[config.mk]
export PLATFORM = sky130hd
export DESIGN_NAME = mult_operand_driver_flat
export DESIGN_NICKNAME = d
export VERILOG_FILES = /design/src/rtl/mult_operand_driver_if.sv /design/src/rtl/mult_operand_driver.sv /design/src/flat_wrapper.sv
export SDC_FILE = /design/constraint.sdc
export NUM_CORES = 1
export LEC_CHECK = 0
export ABC_AREA = 1
export CORE_MARGIN = 5
export CORE_UTILIZATION = 35
export CTS_BUF_LIST = sky130_fd_sc_hd__clkbuf_4 sky130_fd_sc_hd__clkbuf_8
export DETAILED_ROUTE_END_ITERATION = 16
export SKIP_CTS_REPAIR_TIMING = 1
export SYNTH_ARGS = -nofsm -noshare
export SYNTH_HDL_FRONTEND = slang
export SYNTH_SLANG_ARGS = --single-unit
[constraint.sdc]
create_clock -name clk -period 10.9 [get_ports clk]
set_input_delay 1.09 -clock clk [delete_from_list [all_inputs] [get_ports clk]]
set_output_delay 1.09 -clock clk [all_outputs]
set_load 0.02 [all_outputs]
[src/rtl/mult_operand_driver_if.sv]
// Bundled-data channel group between the multiplier operand driver and its environment:
// load port, two operand request channels, one product channel and the sum output.
interface mult_operand_driver_if #(
    parameter int WIDTH     = 8,
    parameter int ACC_WIDTH = 16
);
    logic                 load_valid;
    logic                 load_ready;
    logic [WIDTH-1:0]     load_w;
    logic [WIDTH-1:0]     load_x;

    logic [WIDTH-1:0]     op0_data;
    logic                 op0_req;
    logic                 op0_ack;
    logic [WIDTH-1:0]     op1_data;
    logic                 op1_req;
    logic                 op1_ack;

    logic [WIDTH-1:0]     prod_data;
    logic                 prod_req;
    logic                 prod_ack;

    logic [ACC_WIDTH-1:0] sum_data;
    logic                 sum_valid;
    logic                 sum_ready;

    // The driver side owns the requests on the operand channels and the acks on the product channel.
    modport master (
        input  load_valid, load_w, load_x,
        input  op0_ack, op1_ack, prod_data, prod_req, sum_ready,
        output load_ready, op0_data, op0_req, op1_data, op1_req, prod_ack, sum_data, sum_valid
    );

    modport slave (
        output load_valid, load_w, load_x,
        output op0_ack, op1_ack, prod_data, prod_req, sum_ready,
        input  load_ready, op0_data, op0_req, op1_data, op1_req, prod_ack, sum_data, sum_valid
    );
endinterface

[src/rtl/mult_operand_driver.sv]
// Buffers DEPTH (weight, input) pairs, drives them through a 4-phase multiplier and accumulates
// the products. Define SYNC_EN to pass op0_ack, op1_ack and prod_req through 2-flop synchronizers.
module mult_operand_driver #(
    parameter int WIDTH     = 8,
    parameter int DEPTH     = 5,
    parameter int ACC_WIDTH = 16
) (
    input  logic                   clk,
    input  logic                   reset,
    mult_operand_driver_if.master  bus
);
    localparam int IDX_W = (DEPTH > 1) ? $clog2(DEPTH) : 1;
    localparam int CNT_W = $clog2(DEPTH + 1);

    typedef enum logic [2:0] {
        S_LOAD,
        S_SETUP,
        S_SEND,
        S_RELEASE,
        S_WAIT_PROD,
        S_PROD_DONE,
        S_OUT
    } state_t;

    state_t               state_q, state_d;
    logic [CNT_W-1:0]     cnt_q, cnt_d;
    logic [IDX_W-1:0]     idx_q, idx_d;
    logic [ACC_WIDTH-1:0] acc_q, acc_d;
    logic [WIDTH-1:0]     buf_w_q [DEPTH];
    logic [WIDTH-1:0]     buf_w_d [DEPTH];
    logic [WIDTH-1:0]     buf_x_q [DEPTH];
    logic [WIDTH-1:0]     buf_x_d [DEPTH];
    logic                 ack0_seen_q, ack0_seen_d;
    logic                 ack1_seen_q, ack1_seen_d;

    logic                 load_ready_q, load_ready_d;
    logic                 op_req_q, op_req_d;
    logic                 prod_ack_q, prod_ack_d;
    logic                 sum_valid_q, sum_valid_d;
    logic [ACC_WIDTH-1:0] sum_data_q, sum_data_d;
    logic [WIDTH-1:0]     op0_data_q, op0_data_d;
    logic [WIDTH-1:0]     op1_data_q, op1_data_d;

    logic                 op0_ack_s, op1_ack_s, prod_req_s;

`ifdef SYNC_EN
    logic [1:0] op0_sync_q, op0_sync_d;
    logic [1:0] op1_sync_q, op1_sync_d;
    logic [1:0] prod_sync_q, prod_sync_d;

    always_comb begin
        op0_sync_d  = {op0_sync_q[0], bus.op0_ack};
        op1_sync_d  = {op1_sync_q[0], bus.op1_ack};
        prod_sync_d = {prod_sync_q[0], bus.prod_req};
    end

    always_ff @(posedge clk or posedge reset) begin
        if (reset) begin
            op0_sync_q  <= '0;
            op1_sync_q  <= '0;
            prod_sync_q <= '0;
        end else begin
            op0_sync_q  <= op0_sync_d;
            op1_sync_q  <= op1_sync_d;
            prod_sync_q <= prod_sync_d;
        end
    end

    assign op0_ack_s  = op0_sync_q[1];
    assign op1_ack_s  = op1_sync_q[1];
    assign prod_req_s = prod_sync_q[1];
`else
    assign op0_ack_s  = bus.op0_ack;
    assign op1_ack_s  = bus.op1_ack;
    assign prod_req_s = bus.prod_req;
`endif

    always_comb begin
        state_d     = state_q;
        cnt_d       = cnt_q;
        idx_d       = idx_q;
        acc_d       = acc_q;
        buf_w_d     = buf_w_q;
        buf_x_d     = buf_x_q;
        ack0_seen_d = ack0_seen_q;
        ack1_seen_d = ack1_seen_q;

        case (state_q)
            S_LOAD: begin
                if (bus.load_valid && load_ready_q) begin
                    buf_w_d[cnt_q[IDX_W-1:0]] = bus.load_w;
                    buf_x_d[cnt_q[IDX_W-1:0]] = bus.load_x;
                    cnt_d = cnt_q + 1'b1;
                    if (cnt_q == CNT_W'(DEPTH - 1)) begin
                        idx_d   = '0;
                        state_d = S_SETUP;
                    end
                end
            end
            S_SETUP: state_d = S_SEND;
            S_SEND: begin
                // Acks may arrive in different cycles, so each one is remembered until both are in.
                ack0_seen_d = ack0_seen_q | op0_ack_s;
                ack1_seen_d = ack1_seen_q | op1_ack_s;
                if (ack0_seen_d && ack1_seen_d) begin
                    ack0_seen_d = 1'b0;
                    ack1_seen_d = 1'b0;
                    state_d     = S_RELEASE;
                end
            end
            S_RELEASE: begin
                if (!op0_ack_s && !op1_ack_s) state_d = S_WAIT_PROD;
            end
            S_WAIT_PROD: begin
                if (prod_req_s) begin
                    acc_d   = acc_q + ACC_WIDTH'(bus.prod_data);
                    state_d = S_PROD_DONE;
                end
            end
            S_PROD_DONE: begin
                if (!prod_req_s) begin
                    if (idx_q == IDX_W'(DEPTH - 1)) begin
                        state_d = S_OUT;
                    end else begin
                        idx_d   = idx_q + 1'b1;
                        state_d = S_SETUP;
                    end
                end
            end
            S_OUT: begin
                if (bus.sum_ready && sum_valid_q) begin
                    acc_d   = '0;
                    cnt_d   = '0;
                    state_d = S_LOAD;
                end
            end
            default: state_d = S_LOAD;
        endcase

        // Outputs are registered from the next state so reset forces every one of them low.
        load_ready_d = (state_d == S_LOAD);
        op_req_d     = (state_d == S_SEND);
        prod_ack_d   = (state_d == S_PROD_DONE);
        sum_valid_d  = (state_d == S_OUT);
        sum_data_d   = (state_d == S_OUT) ? acc_d : '0;
        op0_data_d   = op0_data_q;
        op1_data_d   = op1_data_q;
        if (state_d == S_SETUP) begin
            op0_data_d = buf_w_d[idx_d];
            op1_data_d = buf_x_d[idx_d];
        end
    end

    always_ff @(posedge clk or posedge reset) begin
        if (reset) begin
            state_q      <= S_LOAD;
            cnt_q        <= '0;
            idx_q        <= '0;
            acc_q        <= '0;
            for (int i = 0; i < DEPTH; i++) begin
                buf_w_q[i] <= '0;
                buf_x_q[i] <= '0;
            end
            ack0_seen_q  <= 1'b0;
            ack1_seen_q  <= 1'b0;
            load_ready_q <= 1'b0;
            op_req_q     <= 1'b0;
            prod_ack_q   <= 1'b0;
            sum_valid_q  <= 1'b0;
            sum_data_q   <= '0;
            op0_data_q   <= '0;
            op1_data_q   <= '0;
        end else begin
            state_q      <= state_d;
            cnt_q        <= cnt_d;
            idx_q        <= idx_d;
            acc_q        <= acc_d;
            buf_w_q      <= buf_w_d;
            buf_x_q      <= buf_x_d;
            ack0_seen_q  <= ack0_seen_d;
            ack1_seen_q  <= ack1_seen_d;
            load_ready_q <= load_ready_d;
            op_req_q     <= op_req_d;
            prod_ack_q   <= prod_ack_d;
            sum_valid_q  <= sum_valid_d;
            sum_data_q   <= sum_data_d;
            op0_data_q   <= op0_data_d;
            op1_data_q   <= op1_data_d;
        end
    end

    assign bus.load_ready = load_ready_q;
    assign bus.op0_data   = op0_data_q;
    assign bus.op1_data   = op1_data_q;
    assign bus.op0_req    = op_req_q;
    assign bus.op1_req    = op_req_q;
    assign bus.prod_ack   = prod_ack_q;
    assign bus.sum_data   = sum_data_q;
    assign bus.sum_valid  = sum_valid_q;
endmodule
[src/flat_wrapper.sv]
// flat-port wrapper written by rule: the top's interface ports become plain ports
module mult_operand_driver_flat 
#(
    parameter int WIDTH     = 8,
    parameter int DEPTH     = 5,
    parameter int ACC_WIDTH = 16
)
  (clk, reset, bus_load_valid, bus_load_w, bus_load_x, bus_op0_ack, bus_op1_ack, bus_prod_data, bus_prod_req, bus_sum_ready, bus_load_ready, bus_op0_data, bus_op0_req, bus_op1_data, bus_op1_req, bus_prod_ack, bus_sum_data, bus_sum_valid);
  mult_operand_driver_if #(.WIDTH(WIDTH), .ACC_WIDTH(ACC_WIDTH)) bus_i ();
  input  logic clk;
  input  logic reset;
  input wire logic [$bits(bus_i.load_valid)-1:0] bus_load_valid;
  input wire logic [$bits(bus_i.load_w)-1:0] bus_load_w;
  input wire logic [$bits(bus_i.load_x)-1:0] bus_load_x;
  input wire logic [$bits(bus_i.op0_ack)-1:0] bus_op0_ack;
  input wire logic [$bits(bus_i.op1_ack)-1:0] bus_op1_ack;
  input wire logic [$bits(bus_i.prod_data)-1:0] bus_prod_data;
  input wire logic [$bits(bus_i.prod_req)-1:0] bus_prod_req;
  input wire logic [$bits(bus_i.sum_ready)-1:0] bus_sum_ready;
  output wire logic [$bits(bus_i.load_ready)-1:0] bus_load_ready;
  output wire logic [$bits(bus_i.op0_data)-1:0] bus_op0_data;
  output wire logic [$bits(bus_i.op0_req)-1:0] bus_op0_req;
  output wire logic [$bits(bus_i.op1_data)-1:0] bus_op1_data;
  output wire logic [$bits(bus_i.op1_req)-1:0] bus_op1_req;
  output wire logic [$bits(bus_i.prod_ack)-1:0] bus_prod_ack;
  output wire logic [$bits(bus_i.sum_data)-1:0] bus_sum_data;
  output wire logic [$bits(bus_i.sum_valid)-1:0] bus_sum_valid;
  assign bus_i.load_valid = bus_load_valid;
  assign bus_i.load_w = bus_load_w;
  assign bus_i.load_x = bus_load_x;
  assign bus_i.op0_ack = bus_op0_ack;
  assign bus_i.op1_ack = bus_op1_ack;
  assign bus_i.prod_data = bus_prod_data;
  assign bus_i.prod_req = bus_prod_req;
  assign bus_i.sum_ready = bus_sum_ready;
  assign bus_load_ready = bus_i.load_ready;
  assign bus_op0_data = bus_i.op0_data;
  assign bus_op0_req = bus_i.op0_req;
  assign bus_op1_data = bus_i.op1_data;
  assign bus_op1_req = bus_i.op1_req;
  assign bus_prod_ack = bus_i.prod_ack;
  assign bus_sum_data = bus_i.sum_data;
  assign bus_sum_valid = bus_i.sum_valid;
  mult_operand_driver #(.WIDTH(WIDTH), .DEPTH(DEPTH), .ACC_WIDTH(ACC_WIDTH)) u_core (.clk(clk), .reset(reset), .bus(bus_i));
endmodule
* Word-level counts from Yosys, hierarchy flattened *
Cells that the tools add are included.

word-level totals
  bits in registers = 143
  bits of input ports = 31

operators by class
  add/subtract/negate cells = 3
  magnitude comparators = 3
  equality and inequality tests = 14
  mux-type cells = 37
  bitwise gates (word level) = 4
  reductions and logical operators = 11

operators by type and width
  cell                                                                           number
  40-bit 2-to-1 mux                                                              4
  40-bit bitwise mux                                                             2
  8-bit binary-select mux with 3-bit select                                      2
  16-bit 2-to-1 mux                                                              3
  3-bit 2-to-1 mux                                                               14
  8-bit 2-to-1 mux                                                               5
  16-bit one-hot mux with 2 select lines                                         1
  8-bit demux with 3-bit select                                                  1
  3-bit equality test (second input constant)                                    7
  3-bit one-hot mux with 7 select lines                                          1
  16-bit by 8-bit adder with 16-bit output                                       1
  3-bit one-hot mux with 2 select lines                                          2
  3-bit by 2-bit equality test with 1-bit output (second input constant)         3
  4-bit >= comparator (second input constant)                                    2
  3-bit inverter with 4-bit output                                               2
  3-bit by 1-bit adder with 3-bit output (second input constant)                 2
  3-bit by 1-bit equality test with 1-bit output (second input constant)         2
  3-bit zero test                                                                2
  1-bit logical AND                                                              5
  4-bit by 1-bit less-than comparator with 1-bit output (second input constant)  1
  2-bit by 1-bit != test with 1-bit output (second input constant)               2
  3-bit AND reduction                                                            1
  1-bit zero test                                                                2
  1-bit 2-to-1 mux                                                               2
  2 further kinds                                                                3

* Depth between registers and ports, before layout *
Gate-level depths: netlist of the first run.

  depth in word-level cells = 11
  depth in mapped cells = 14
  depth with buffers taken out = 13

* Worst setup path before layout of the first run *
Ideal clock, no wire load.

  path kind = input port to flip-flop
  start point = in bus_prod_data[0]
  end point = reg u_core.sum_data_q[14] (netlist: u_core.bus.sum_data[14])
  setup time = 0.078 ns
  arrival = 2.561 ns
  slack = 8.261 ns
  stages = 13
  buffers on the path = 0
  path through = ha_1 inv_1 fa_1 inv_1 nand3_1 nand2_1 nand2_1 nand3_1 nand2_1 nor2_1 or2_2 nand3_1 a21oi_1

on the way
  longest elaborated chain between the ends = 4

RTL lines
  item                                      line                        RTL
  start: declaration                        flat_wrapper.sv:17          input wire logic [$bits(bus_i.prod_data)-1:0] bus_prod_data;
  16-bit by 8-bit adder with 16-bit output  mult_operand_driver.sv:116  acc_d = acc_q + ACC_WIDTH'(bus.prod_data);
  16-bit 2-to-1 mux                         mult_operand_driver.sv:115  if (prod_req_s) begin
  16-bit one-hot mux with 2 select lines    mult_operand_driver.sv:88   case (state_q)
  16-bit 2-to-1 mux                         mult_operand_driver.sv:145  sum_data_d = (state_d == S_OUT) ? acc_d : '0;
  via u_core.sum_data_d[14]                 mult_operand_driver.sv:40   logic [ACC_WIDTH-1:0] sum_data_q, sum_data_d;
  end signal: assignment                    mult_operand_driver.sv:186  sum_data_q <= sum_data_d;
  end: declaration                          mult_operand_driver.sv:40

The timed path passes the listed nets, and every way through them passes these cells.
A chain may end at the register's enable or synchronous reset.

* Worst setup path after layout of the first run *
  start point = in bus_prod_req
  end point = reg u_core.op0_data_q[2] (netlist: u_core.bus.op0_data[2])

on the way
  longest elaborated chain between the ends = 6

RTL lines
  item                                                    line                        RTL
  start: declaration                                      flat_wrapper.sv:18          input wire logic [$bits(bus_i.prod_req)-1:0] bus_prod_req;
  3-bit 2-to-1 mux                                        mult_operand_driver.sv:121  if (!prod_req_s) begin
  3-bit one-hot mux with 2 select lines                   mult_operand_driver.sv:88
  3-bit inverter with 4-bit output (implied by the code)  mult_operand_driver.sv:149  op0_data_d = buf_w_d[idx_d];
  8-bit binary-select mux with 3-bit select               mult_operand_driver.sv:149
  8-bit 2-to-1 mux (implied by the code) (2 in a row)     mult_operand_driver.sv:149
  end signal: assignment                                  mult_operand_driver.sv:187  op0_data_q <= op0_data_d;
  end: declaration                                        mult_operand_driver.sv:41   logic [WIDTH-1:0] op0_data_q, op0_data_d;

Several ways; a longest one is shown, not always the timed one. The select of a mux whose other input is x is not followed.

==> results of run 1 <==
-- critical path, cell delays in order --
cell and delay, ns:
clkdlybuf4s50_1 0.63, inv_1 0.29, nand2_1 0.13, nand2_2 0.13, nand3_2 0.64, nand2_2 1.07, nand3_1 0.17, nor2_1 0.15
nor2_1 0.06, a21oi_1 0.16
-- cell families after synthesis --
group	after synthesis	synth area share
AO/OA/AOI/OAI	94	0.06746
XOR/XNOR	2	0.002271
adder cells (fa/ha/maj)	13	0.02205
buffers and inverters	268	0.1385
flip-flops	143	0.4638
AND/OR/NAND/NOR	541	0.3060
-- sequential cells by signal, summed over array words and instances (netlist names), 8 cells and up --
signal and flops:
u_core.buf_w_q 40, u_core.buf_x_q 40, u_core.acc_q 16, u_core.bus.sum_data 16
u_core.bus.op0_data 8, u_core.bus.op1_data 8
-- synthesized netlist by cell type --
library cell	count	area share
xor2_1	2	0.0023
nor2_4	2	0.0029
fa_1	1	0.0026
a31oi_1	1	0.00081
nor2_8	1	0.0026
nor2_2	3	0.0024
clkbuf_1	12	0.0058
nor3_1	7	0.0045
a21oi_1	35	0.023
nand3_2	2	0.0026
buf_2	19	0.012
a21oi_2	2	0.0023
nand4_1	7	0.0057
dfrtp_1	143	0.46
buf_6	3	0.0044
o21bai_1	2	0.0019
a22o_1	1	0.0011
nand2_1	280	0.14
inv_1	221	0.11
o21ai_1	13	0.0084
clkbuf_2	1	0.00065
nand3_4	1	0.0023
nand2_4	2	0.0029
o21ai_0	33	0.021
a21boi_4	1	0.0024
nor2_1	71	0.035
or2_1	1	0.00081
nand2_2	9	0.0073
a211oi_1	1	0.00097
o22ai_1	1	0.00081
or2_2	3	0.0024
inv_2	7	0.0034
nor4_1	1	0.00081
o21ai_2	3	0.0034
buf_1	1	0.00049
o2111ai_1	1	0.0011
nand3_1	151	0.098
ha_1	12	0.019
buf_4	4	0.0039
-- metrics by stage --
stage	setup slack, ns	total power, W	utilization	std cells
global placement	6.381	0.001719	0.3935	1372
floorplan	5.972	0.001463	-	1061
CTS	6.753	0.002164	0.4113	1403
finish	6.725	0.002143	0.4113	1403
global route	6.403	0.002340	0.4113	1403
detailed placement	6.304	0.001733	0.3935	1372
-- report_power, final --
group | total (W) | switching [W] | internal (W) | leakage (nW)
clock network | 0.000423 | 0.000227 | 0.000196 | 0.188
registers | 0.000791 | 0.0000859 | 0.000705 | 1.58
logic | 0.000929 | 0.000612 | 0.000317 | 2.93
total | 0.00214 | 0.000924 | 0.00122 | 4.70
-- worst paths after layout --
kind	cells after the start	slack [ns]	end
max reg2reg	11	7.51	u_core.bus.op0_data[2]$_DFFE_PP0N_
min	2	0.50	u_core.ack1_seen_q$_DFFE_PP0P_
min reg2reg	2	0.50	u_core.ack1_seen_q$_DFFE_PP0P_
max in group asynchronous	3	8.42	u_core.buf_w_q[36]$_DFF_PP0_
min in group asynchronous	2	1.10	u_core.buf_x_q[10]$_DFF_PP0_
max	10	6.72	u_core.bus.op0_data[2]$_DFFE_PP0N_
-- routing by layer --
| layer | vias up | part of all wire |
|---|---|---|
| met2 | 140 | 0.47 |
| met3 | 20 | 0.056 |
| met4 | 0 | 0.011 |
| li1 | 3335 | - |
| met5 | - | 0 |
| met1 | 3086 | 0.46 |
-- cell type report --
class	count	area, µm²
flip-flops and latches	143	3578
repair buffers	71	700.7
well taps	280	350.3
clock inverters	12	125.1
clock buffers	19	261.5
inverters	228	860.8
fillers	2282	12810
multi-input cells	650	3072
==> summary.txt, run 1 <==
Outcome: finished, final reports clean
Ratio of final minimum period to clock period: 0.3830
Worst setup SP type: primary input
# setup viols final: 0
Crit Path Class: primary input to flop
Crit path DAT: 4.55 ns
TritonCTS Buffers: 17
R2R Path Start: u_core.idx_q[1]$_DFF_PP0_
H-tree depth: 4
Pins Over Slew Limit: 0
Routability Congestion: 0.7997
IO Port Bufs: 67
Core box area: 21,760 µm²
Critical Path Start: bus_prod_req
Fin Hold WS: 0.5026 ns
Fin nets: 1,155
Initial antenna violation count: 0
Relative slew slack: 0.2951
Synth unique cells: 39
First-pass GRT wire length: 34.44 mm
Chip height: 158.5 µm
Synth Instances: 1,061
Required time worst endpoint: 11.28 ns
CTS Sinks: 143
LEAKAGE: 4.698 nW
Die width: 158.5 µm
RSZ-0062 raised after global routing: no
Drt total wl: 20.45 mm
Initial core utilization: 0.3547
Layout cell share with drive strength beyond 1: 0.06500
Per-cell routed wire length: 14.58 µm
DR iter-0 viols: 338
Fmax: 0.2395 GHz
Hold Crit Start: u_core.ack1_seen_q$_DFFE_PP0P_
Crit. End Element: flop
Worst-margin pin slew: 1.056 ns
Vias per cell: 4.691
Yosys warnings: 0
First-pass detailed-route iteration total: 5
Design area: 8949 µm²
Clk pin slew, worst setup/hold paths: 0.09 ns
Met2 Use GR: 0.2892
Busiest layer in global routing: met2
Top Ports: 68
Ant diodes: 0
Vias: 6,581
Met1 GRT Util: 0.2306
Die footprint: 25,120 µm²
HP Class: flop to flop
Root Driver: clkbuf_8
Syn_nets: 1,105
Dpl cell area: 8562 µm²
CTS tree: done
# Max-Cap Violations: 0
Commonest non-fill, non-tap cell in the layout: nand2_1
Worst vdd ir: 0.09498 mV
Syn avg cell area: 7.273 µm²
Clock Latency Late Sink: 0.47 ns
Met3 usage: 0.03805
Synthesis-stage register bit count: 143
Final Critical Period: 4.175 ns
GRT Total Usage: 0.1735
Fin. Hold Viols: 0
Seq/Total Area, Yosys: 0.4638
# rows: 54
ANT nets after route: 0
Detailed placer's ending HPWL: 12.86 mm
Clk buf depth: 2
CP max FO: 49
DRC: 0
Total congestion overflow: 0
Setup Skew: 0.02310 ns
Most frequent cells in the layout: nand2_1, inv_1, nand3_1
Vias in the first global route: 6,738
Mapped Area: 7716 µm²
Largest net degree at the start of global routing: 76
Fin Setup TNS: 0 ns
Pwr/cell area: 239.5 nW/µm²
Area Growth Syn to Fin: 15.97%
Note: power is estimated with default switching activity, not from simulation.
==> run 2: changes to the inputs <==
Clock period 10.9 ns to 4 ns, I/O delays scaled along.
==> run 2 against run 1 <==
Compared with the run above: sequential power grew to 2.7 times the previous value; clock skew shrank 0.0099 ns; design area grew 1.1%; cell count grew 0.64%; critical endpoint is now u_core.bus.op0_data[0]$_DFFE_PP0N_; largest power group unchanged.
==> summary.txt, run 2 (synthesis results as in run 1) <==
Worst vdd ir: 0.2361 mV
DRC: 0
Pins Over Slew Limit: 0
Overall Power: 0.005925 W
Initial antenna violation count: 0
Vias: 6,621
Total congestion overflow: 0
Required time worst endpoint: 4.38 ns
ANT nets after route: 0
R2R Setup Slk: 1.53 ns
Commonest non-fill, non-tap cell in the layout: nand2_1
Routability Congestion: 0.8321
Clock Latency Late Sink: 0.45 ns
# setup viols final: 0
Busiest layer in global routing: met2
CP max FO: 33
Met3 usage: 0.03452
Clk pin slew, worst setup/hold paths: 0.08 ns
Largest net degree at the start of global routing: 46
Core box area: 21,760 µm²
Die width: 158.5 µm
Met2 Use GR: 0.2749
Relative slew slack: 0.3787
Drt total wl: 20.72 mm
Worst-margin pin slew: 0.9301 ns
Register area: 3578 µm²
Initial core utilization: 0.3547
HP Class: primary input to async pin
Largest regs: u_core.buf_w_q (40), u_core.buf_x_q (40)
Setup slack after layout: 1.534 ns
TritonCTS Buffers: 17
Crit Path Class: flop to flop
RSZ-0062 raised after global routing: no
Clk buf depth: 2
DR iter-0 viols: 451
Final Critical Period: 2.466 ns
CTS tree: done
Crit path DAT: 2.85 ns
Fin nets: 1,164
Layout cell share with drive strength beyond 1: 0.07244
Fin Setup TNS: 0 ns
Ant diodes: 0
Vias in the first global route: 6,625
IO Port Bufs: 67
Top Ports: 68
Vias per cell: 4.689
Ratio of final minimum period to clock period: 0.6166
Met1 GRT Util: 0.2382
Multi-input logic area: 3072 µm²
First-pass GRT wire length: 34.11 mm
CTS Sinks: 143
Area Growth Syn to Fin: 17.20%
H-tree depth: 4
Fin Hold WS: 0.4892 ns
Setup Skew: 0.01324 ns
LEAKAGE: 4.745 nW
Crit. End Element: flop
Per-cell routed wire length: 14.67 µm
Fin. Hold Viols: 0
Dpl cell area: 8653 µm²
Fill count: 2,303
Fmax: 0.4055 GHz
# Max-Cap Violations: 0
Outcome: finished, final reports clean
First-pass detailed-route iteration total: 5
GRT Total Usage: 0.1724
Worst setup SP type: flop
Detailed placer's ending HPWL: 13.68 mm
Design area: 9044 µm²
Die footprint: 25,120 µm²
Root Driver: clkbuf_8
Pwr/cell area: 655.2 nW/µm²
Pre-CTS WS: 1.064 ns
# rows: 54
Chip height: 158.5 µm
Most frequent cells in the layout: nand2_1, inv_1, nand3_1
==> run 2: worst paths after layout <==
check | startpoint | endpoint | depth (start not counted)
worst max-delay path | u_core.idx_q[1]$_DFF_PP0_ | u_core.bus.op0_data[0]$_DFFE_PP0N_ | 12
worst min-delay path | reset | u_core.buf_x_q[34]$_DFF_PP0_ | 2
worst max register to register | u_core.idx_q[1]$_DFF_PP0_ | u_core.bus.op0_data[0]$_DFFE_PP0N_ | 12
worst min register to register | u_core.ack1_seen_q$_DFFE_PP0P_ | u_core.ack1_seen_q$_DFFE_PP0P_ | 2
max in group asynchronous | reset | u_core.bus.op0_data[1]$_DFFE_PP0N_ | 3
min in group clk | u_core.ack1_seen_q$_DFFE_PP0P_ | u_core.ack1_seen_q$_DFFE_PP0P_ | 2
==> run 2: where the power goes <==
group / internal [W] / switching, W
logic: 0.000906 / 0.00169
registers: 0.00192 / 0.000241
clock network: 0.000578 / 0.000589
total: 0.00340 / 0.00252
==> run 2: layout make-up <==
class | instances | area share
timing repair buffer | 80 | 0.08771
multi-input combinational | 650 | 0.3397
sequential | 143 | 0.3957
inverter | 228 | 0.09505
clock inverter | 12 | 0.01494
tap | 280 | 0.03874
clock buffer | 19 | 0.02822
==> run 2: through the flow <==
step	std cells	utilization
6_report	1412	0.4157
5_1_grt	1412	0.4157
4_1_cts	1412	0.4157
3_5_place_dp	1381	0.3977
3_3_place_gp	1381	0.3977
2_1_floorplan	1061	-
==> run 2: worst max-delay path, stage by stage, from the launching register on <==
cell and delay (ns):
dfrtp_1 0.45, inv_1 0.08, ha_1 0.15, nand2_1 0.09
nand2_1 0.12, nand2_2 0.10, nand2_4 0.24, nand2_1 0.10
nand2_2 0.58, nand3_1 0.15, nand2_1 0.10, nand2_1 0.05
a21oi_1 0.16
==> run 2: layer usage <==
layer,routed length [µm],vias to the layer above
met1,9844,3083
met4,414,0
met2,9414,157
met5,0,-
li1,-,3352
met3,1045,29
==> run 3: changes to the inputs <==
Clock period 4 ns to 2.3 ns, I/O delays scaled along.
==> run 3 against run 2 <==
Compared with the run above: clock skew grew 0.0016 ns; critical path depth stayed put; sequential power is 72% higher; wire length down 6.1%; first-iteration DRC count is 21% lower; via count fell by 0.32%; non-clock buffer count grew 18; maximum frequency up 18%; power increased by 78%; hold slack got worse by 0.41 ns; cell count up 1.3%; sequential share of layout area is 1.0 points lower; critical endpoint is now u_core.bus.op1_data[3]$_DFFE_PP0N_; largest power group unchanged.
==> summary.txt, run 3 (synthesis results as in run 1) <==
Outcome: finished, final reports clean
LEAKAGE: 4.878 nW
Relative slew slack: 0.6005
RSZ-0062 raised after global routing: no
Fin nets: 1,182
Crit. End Element: flop
Detailed placer's ending HPWL: 13.19 mm
IO Port Bufs: 67
Vias in the first global route: 6,502
Drt total wl: 19.46 mm
Required time worst endpoint: 2.65 ns
Top Ports: 68
TritonCTS Buffers: 17
H-tree depth: 4
Fin. Hold Viols: 0
First-pass GRT wire length: 32.72 mm
GRT Total Usage: 0.1640
Total congestion overflow: 0
HP Class: primary input to async pin
Per-cell routed wire length: 13.61 µm
Worst setup SP type: flop
Pins Over Slew Limit: 0
# Max-Cap Violations: 0
Initial core utilization: 0.3547
Worst-margin pin slew: 0.5986 ns
CTS tree: done
Die width: 158.5 µm
Crit Path Class: flop to flop
DRC: 0
Vias: 6,600
Ratio of final minimum period to clock period: 0.9051
Root Driver: clkbuf_8
CTS Sinks: 143
Pwr/cell area: 1134 nW/µm²
DR iter-0 viols: 357
Ant diodes: 0
Design area: 9281 µm²
First-pass detailed-route iteration total: 5
Dpl cell area: 8876 µm²
Initial antenna violation count: 0
Fin Setup TNS: 0 ns
Setup Skew: 0.01488 ns
Final Critical Period: 2.082 ns
Worst vdd ir: 0.4493 mV
Largest net degree at the start of global routing: 84
Clk pin slew, worst setup/hold paths: 0.09 ns
# setup viols final: 0
Core box area: 21,760 µm²
Most frequent cells in the layout: nand2_1, inv_1, nand3_1
ANT nets after route: 0
Chip height: 158.5 µm
CP max FO: 32
Die footprint: 25,120 µm²
Area Growth Syn to Fin: 20.29%
Clk buf depth: 2
Clock Latency Late Sink: 0.46 ns
Layout cell share with drive strength beyond 1: 0.08696
Fmax: 0.4804 GHz
# rows: 54
Largest regs: u_core.buf_w_q (40), u_core.buf_x_q (40)
Routability Congestion: 0.8269
Crit path DAT: 2.43 ns
Commonest non-fill, non-tap cell in the layout: nand2_1
Vias per cell: 4.615
-- run 3: changes by cell type in the layout (fill, tap and decap cells not counted), sizes merged --
cell,previous run,this run
clkinv,3,6
bufinv,2,3
buf,13,31
inv,230,229
clkbuf,19,18
clkinvlp,5,3
-- run 3: through the flow --
step / setup slack, ns / cells / hold WS [ns] / power [W] / util
after CTS: 0.2042 / 1430 / 0.06901 / 0.01062 / 0.4266
final: 0.2183 / 1430 / 0.07712 / 0.01053 / 0.4266
after global placement: -0.08981 / 1399 / 0.4759 / 0.008404 / 0.4080
after global routing: 0.01663 / 1430 / 0.09411 / 0.01145 / 0.4266
after floorplan: 0.2789 / 1061 / 0.3703 / 0.006932 / -
after detailed placement: -0.1258 / 1399 / 0.4838 / 0.008475 / 0.4080
-- run 3: cell type report --
type	count	area, µm²
fill	2279	12470
multi-input combinational	650	3072
clock buffer	18	241.5
clock inverter	13	163.9
timing repair buffer	98	1016
sequential	143	3578
inverter	228	859.6
tap	280	350.3
-- run 3: layer usage --
layer,part of all wire,global-route usage,wire (µm)
met1,0.49,0.2328,9457
met2,0.44,0.2517,8592
met3,0.054,0.03506,1056
met4,0.018,0.05158,351
met5,0,0,0
-- run 3: path summary, 6_finish.rpt --
path                                                 from                            endpoint  slack (ns)  cells past startpoint
max                             u_core.idx_q[0]$_DFF_PP0_  u_core.bus.op1_data[3]$_DFFE_PP0N_        0.22                     12
min                                                 reset        u_core.buf_x_q[33]$_DFF_PP0_        0.08                      2
max reg2reg                     u_core.idx_q[0]$_DFF_PP0_  u_core.bus.op1_data[3]$_DFFE_PP0N_        0.22                     12
min reg2reg                u_core.ack1_seen_q$_DFFE_PP0P_      u_core.ack1_seen_q$_DFFE_PP0P_        0.50                      2
max in group asynchronous                           reset  u_core.bus.op0_data[7]$_DFFE_PP0N_        1.50                      3
min in group clk                              bus_op1_ack      u_core.ack1_seen_q$_DFFE_PP0P_        0.44                      3
-- run 3: worst max-delay path, stage by stage, from the launching register on --
cell,delay (ns)
dfrtp_1,0.42
inv_1,0.10
ha_1,0.17
nand2_1,0.10
nand2_1,0.12
nand2_2,0.11
nand3_2,0.11
buf_4,0.35
nand3_1,0.14
nand3_1,0.12
nand2_1,0.06
nand2_1,0.09
a21oi_1,0.08
-- run 3: power by group --
group          switching [W]  total [W]  internal [W]
sequential          0.000383    0.00372       0.00334
clock                0.00103    0.00211       0.00108
combinational        0.00295    0.00469       0.00174
total                0.00436     0.0105       0.00617
